### src/rtl/icache_direct_mapped.sv
// Direct-mapped, word-addressed instruction cache with one 32-bit word per line.
// Hits return in the same cycle; misses fill through a req/ack handshake.
module icache_direct_mapped #(
    parameter int INDEX_BITS = 4,
    parameter int TAG_BITS   = 32 - INDEX_BITS
) (
    input  logic        clock,
    input  logic        reset,
    input  logic        cpu_req,
    input  logic [31:0] cpu_addr,
    output logic [31:0] cpu_insn,
    output logic        cpu_ready,
    input  logic        flush,
    output logic        mem_req,
    output logic [31:0] mem_addr,
    input  logic        mem_ack,
    input  logic [31:0] mem_data,
    output logic [31:0] hit_count,
    output logic [31:0] miss_count
);
    localparam int LINES = 1 << INDEX_BITS;

    typedef enum logic [0:0] {IDLE = 1'b0, FILL = 1'b1} state_t;

    state_t                state_r;
    logic [LINES-1:0]      valid_r;
    logic [TAG_BITS-1:0]   tag_r  [LINES];
    logic [31:0]           data_r [LINES];
    logic                  discard_r;
    logic                  mem_req_r;
    logic [31:0]           mem_addr_r;
    logic [31:0]           hit_count_r;
    logic [31:0]           miss_count_r;

    logic [INDEX_BITS-1:0] idx_s;
    logic [TAG_BITS-1:0]   tag_s;
    logic [INDEX_BITS-1:0] fill_idx_s;
    logic [TAG_BITS-1:0]   fill_tag_s;
    logic                  hit_s;
    logic                  lookup_s;

    assign idx_s      = cpu_addr[INDEX_BITS-1:0];
    assign tag_s      = cpu_addr[31:INDEX_BITS];
    assign fill_idx_s = mem_addr_r[INDEX_BITS-1:0];
    assign fill_tag_s = mem_addr_r[31:INDEX_BITS];

    // Lookup and hit detection; only IDLE without flush or reset serves the CPU.
    always_comb begin
        hit_s     = 1'b0;
        lookup_s  = 1'b0;
        cpu_ready = 1'b0;
        cpu_insn  = 32'h0000_0000;
        if ((state_r == IDLE) && !flush && !reset) begin
            lookup_s = 1'b1;
        end else begin
            lookup_s = 1'b0;
        end
        hit_s = cpu_req && valid_r[idx_s] && (tag_r[idx_s] == tag_s);
        if (lookup_s && hit_s) begin
            cpu_ready = 1'b1;
            cpu_insn  = data_r[idx_s];
        end else begin
            cpu_ready = 1'b0;
            cpu_insn  = 32'h0000_0000;
        end
    end

    // Controller FSM: valid bits, fill handshake, discard flag and counters.
    always_ff @(posedge clock) begin
        if (reset) begin
            state_r      <= IDLE;
            valid_r      <= '0;
            discard_r    <= 1'b0;
            mem_req_r    <= 1'b0;
            mem_addr_r   <= 32'h0000_0000;
            hit_count_r  <= 32'h0000_0000;
            miss_count_r <= 32'h0000_0000;
        end else begin
            case (state_r)
                IDLE: begin
                    if (flush) begin
                        valid_r <= '0;
                    end else if (hit_s) begin
                        hit_count_r <= hit_count_r + 32'd1;
                    end else if (cpu_req) begin
                        mem_addr_r   <= cpu_addr;
                        mem_req_r    <= 1'b1;
                        miss_count_r <= miss_count_r + 32'd1;
                        state_r      <= FILL;
                    end
                end
                FILL: begin
                    // A flush at any point of the fill, even on the ack edge, wins.
                    if (flush) begin
                        valid_r <= '0;
                    end else if (mem_ack && !discard_r) begin
                        valid_r[fill_idx_s] <= 1'b1;
                    end
                    if (mem_ack) begin
                        mem_req_r <= 1'b0;
                        discard_r <= 1'b0;
                        state_r   <= IDLE;
                    end else begin
                        discard_r <= discard_r | flush;
                    end
                end
                default: begin
                    state_r   <= IDLE;
                    valid_r   <= '0;
                    discard_r <= 1'b0;
                    mem_req_r <= 1'b0;
                end
            endcase
        end
    end

    // Tag/data storage; overwritten unconditionally on a completed fill.
    always_ff @(posedge clock) begin
        if (!reset && (state_r == FILL) && mem_ack) begin
            tag_r[fill_idx_s]  <= fill_tag_s;
            data_r[fill_idx_s] <= mem_data;
        end
    end

    assign mem_req    = mem_req_r;
    assign mem_addr   = mem_addr_r;
    assign hit_count  = hit_count_r;
    assign miss_count = miss_count_r;
endmodule

### config.mk
export PLATFORM = sky130hd
export DESIGN_NAME = icache_direct_mapped
export DESIGN_NICKNAME = d
export VERILOG_FILES = /design/src/rtl/icache_direct_mapped.sv
export SDC_FILE = /design/constraint.sdc
export NUM_CORES = 1
export LEC_CHECK = 0
export CAP_MARGIN = 20
export CORE_MARGIN = 4
export CORE_UTILIZATION = 54
export CTS_BUF_LIST = sky130_fd_sc_hd__clkbuf_16
export DETAILED_ROUTE_END_ITERATION = 10
export PLACE_DENSITY_LB_ADDON = 0.25
export SETUP_SLACK_MARGIN = 0.05
export SLEW_MARGIN = 30
export SYNTH_ARGS = -nofsm -noshare
export SYNTH_HDL_FRONTEND = slang
export SYNTH_SLANG_ARGS = --single-unit
### constraint.sdc
create_clock -name clock -period 7.1 [get_ports clock]
set_clock_uncertainty 0.15 [all_clocks]
set_input_delay 1.775 -clock clock [delete_from_list [all_inputs] [get_ports clock]]
set_output_delay 1.775 -clock clock [all_outputs]
set_load 0.05 [all_outputs]
==> flow_summary_export.csv <==
group,metric,value,unit
final_layout,multi_input_area,0.0108,mm2
pwr,p_clk_share,42.2,%
run,drv_cap,0,
logic_synthesis,synth_flop_cell,"edfxtp_1",
placement,port_buffers,198,
pwr,p_int,0.0103,W
floorplanning,row_count,102,
critical_path,crit_slowest_cell,"nor4_1",
timing,whs,0.325,ns
floorplanning,ioPinCount,199,
critical_path,end_kind,"output port",
pwr,vdd_drop_max,0.000219,V
grt,grt_max_degree,86,
logic_synthesis,synth_area_leaders,"edfxtp_1 68%, mux4_2 14%, dfxtp_1 5.4%",
timing,setup_viol,0,
drt,wl_per_cell,28.2,um
clocking,h-tree-depth,3,
clocking,clock_sinks,1075,
final_layout,fillCellCount,5248,
timing,max_freq,143,MHz
critical_path,path_class,"in2out",
critical_path,endpoint,"cpu_insn[2]",
critical_path,cp.depth,13,
logic_synthesis,avgSynthCellArea,19.3,um2
final_layout,nNetsFinal,2536,
final_layout,register_area,0.0311,mm2
pwr,switching_share,20.9,%
logic_synthesis,async_flop_share,0,%
placement,place_area,0.0464,mm2
grt,grt_overflow,0,
critical_path,crit_start,"cpu_addr[3]",
logic_synthesis,synthCells,2199,
critical_path,crit_family,"simple AND/OR/NAND/NOR gates",
critical_path,r2r_end,"state_r$_SDFF_PP0_",
logic_synthesis,synth_top_cell_area_share,68.0,%
critical_path,worst_setup_path_start_kind,"input pin",
grt,grt.total_usage,24.7,%
grt,grt_pass1_vias,23064,
timing,rsz0062_at_grt,"true",
critical_path,worstPathMaxFanout,33,
placement,place_congestion,0.865,
critical_path,reg2reg_depth,9,
drt,first_pass_iters,5,
logic_synthesis,ys_ff_latch,1075,
pwr,leakage,16.4,nW
logic_synthesis,yosysMostFrequentCell,"edfxtp_1",
timing,fin_crit,6.98,ns
timing,max_slew.worst_pin.slew,0.963,ns
clocking,clockBufferDepth,3,
drt,ant_nets,0,
clocking,cts_root_buf,"clkbuf_16",
logic_synthesis,syn_area,0.0424,mm2
critical_path,cp.arrival,5.05,ns
logic_synthesis,yosys-top-cells-count,"960 x edfxtp_1, 270 x mux4_2, 115 x dfxtp_1, 100 x a21oi_1, 66 x nor2_1",
critical_path,max_stage_delay,0.36,ns
pwr,pwr-share-seq,53.0,%
floorplanning,die_area,0.0830,mm2
grt,grt_antenna_before_repair,4,
drt,drt-total-wl,101000,um
timing,tns,0,ns
critical_path,r2r-start,"tag_r[14][10]$_DFFE_PP_",
floorplanning,design.core.area,0.0776,mm2
timing,maxSlewViolCount,0,
floorplanning,chipHeight,288,um
timing,min_period_over_period,98.3,%
placement,place_inst,3394,
logic_synthesis,synth_cell_types,62,
critical_path,r2r_slack,3.03,ns
critical_path,cp_cell_sequence,"buf_6 -> buf_4 -> mux4_2 -> mux2_2 -> nand3b_1 -> nand4_1 -> nor4_1 -> o2111a_1 -> nand4_1 -> or2_2 -> buf_12 -> nor2b_1 -> buf_12",
drt,num_vias,22664,
pwr,p_comb_share,4.8,%
logic_synthesis,syn_nets,2270,
logic_synthesis,synth-edff-count,960,
drt,first_iter_violations,2634,
critical_path,worstPathRequired,5.18,ns
timing,max-slew-margin-rel,35.8,%
floorplanning,initial_utilization,54.6,%
placement,dp_hpwl,55200,um
final_layout,utilization,64.5,%
pwr,power.density,261,mW/mm2
run_status,status,"completed",
clocking,numCtsBuffers,106,
drt,detail_route.vias_per_cell,6.30,
grt,grt_pass1_wl,151000,um
drt,remaining_drc_errors,0,
pwr,power_switching,0.00273,W
floorplanning,die_x,288,um
clocking,clk_pin_slew,0.06,ns
logic_synthesis,synth.yosys.seq_area_share,73.5,%
min_path,hold_path_class,"reg2reg",
logic_synthesis,yosysWarnings,0,
timing,hold_viol,0,
critical_path,critPathBufInv,4,
final_layout,stdcell_count,3595,
final_layout,design_area,0.0500,mm2
clocking,clk_latency,0.67,ns
clocking,cts_tree,"done",
final_layout,area_growth,18.1,%
final_layout,drive_gt1_share,24.4,%
clocking,ctsHoldBuffers,0,
logic_synthesis,yosys.area.top_type,"edfxtp_1",
-- sequential cells by signal, indices dropped and copies added (netlist names) --
register	cells
data_r	512
discard_r	1
hit_count	32
mem_addr	32
mem_req	1
miss_count	32
state_r	1
tag_r	448
valid_r	16
-- how the worst min path moves through the flow --
stage,startpoint,slack (ns),endpoint,cells after the start
2_1_floorplan,valid_r[12]$_SDFFE_PP0P_,0.28,valid_r[12]$_SDFFE_PP0P_,2
3_3_place_gp,valid_r[8]$_SDFFE_PP0P_,0.30,valid_r[8]$_SDFFE_PP0P_,2
3_5_place_dp,valid_r[9]$_SDFFE_PP0P_,0.31,valid_r[9]$_SDFFE_PP0P_,2
4_1_cts,valid_r[9]$_SDFFE_PP0P_,0.32,valid_r[9]$_SDFFE_PP0P_,2
5_1_grt,valid_r[14]$_SDFFE_PP0P_,0.35,valid_r[14]$_SDFFE_PP0P_,2
6_report,valid_r[7]$_SDFFE_PP0P_,0.32,valid_r[7]$_SDFFE_PP0P_,2
-- power groups by stage --
| stage | Clock, W | Sequential (W) | Combinational (W) |
|---|---|---|---|
| floorplan | 0 | 0.00708 | 0.000346 |
| global placement | 0 | 0.00706 | 0.000606 |
| detailed placement | 0 | 0.00707 | 0.000616 |
| CTS | 0.00560 | 0.00693 | 0.000620 |
| global route | 0.00587 | 0.00693 | 0.000661 |
| finish | 0.00552 | 0.00693 | 0.000623 |
-- kinds of logic after synthesis --
family / after synthesis / synth area share [%]
AO/OA/AOI/OAI: 218 / 2.96
XOR/XNOR: 32 / 0.662
adder cells (fa/ha/maj): 2 / 0.0591
buffers and inverters: 144 / 1.63
flip-flops: 1075 / 73.5
multiplexers: 354 / 16.4
AND/OR/NAND/NOR: 374 / 4.81
-- worst min-delay path: stages, from the launching register on --
cell and delay [ns]:
dfxtp_1 0.33, a31oi_1 0.04, nor2_1 0.07
-- timing repair --
| action | 4_1_cts | 5_1_grt |
|---|---|---|
| gates cloned | 0 | 0 |
| resized for setup | 3 | 27 |
| setup endpoints to repair | 32 | 32 |
| pin swaps | 0 | 1 |
| buffers inserted | 0 | 1 |
-- per-stage QoR --
step | total power (W) | setup WS, ns
after detailed placement | 0.00768 | 0.0413
final | 0.0131 | 0.122
after global placement | 0.00767 | 0.0856
after CTS | 0.0131 | 0.0692
after global routing | 0.0135 | 0.0227
after floorplan | 0.00743 | -0.152
-- layout make-up --
class / instances / share of cell area (%)
clock inverters: 90 / 1.53
diodes: 1 / 0.00500
clock buffers: 107 / 5.35
well taps: 1040 / 2.60
flip-flops and latches: 1075 / 62.2
inverters: 12 / 0.0900
repair buffers: 290 / 6.65
multi-input cells: 980 / 21.5
-- placed cells by master (no fill, tap or decap), drive strengths merged, types with 4 or more instances in the layout --
master	instances
edfxtp	960
mux4	270
clkdlybuf4s50	160
buf	130
dfxtp	115
clkbuf	107
a21oi	100
nor2	66
mux2i	65
nand3	62
o21ai	58
nand2	53
nor2b	50
clkinv	42
inv	40
or4	30
o31ai	25
or3	24
nand4	23
xnor2	22
mux2	19
nor3	17
bufinv	12
xor2	10
nor4	8
clkinvlp	8
nand2b	8
a31oi	7
and4	7
or2	6
and2	6
and3	5
a22oi	4
-- layer usage --
layer | vias to the layer above | global-route usage, % | wire (um)
li1 | 9569 | - | -
met1 | 11904 | 34.4 | 40100
met3 | 177 | 4.27 | 7470
met2 | 1008 | 40.9 | 51200
met5 | - | 0 | 41
met4 | 6 | 6.72 | 2590
No activity file was read; power rests on OpenSTA's default activity.
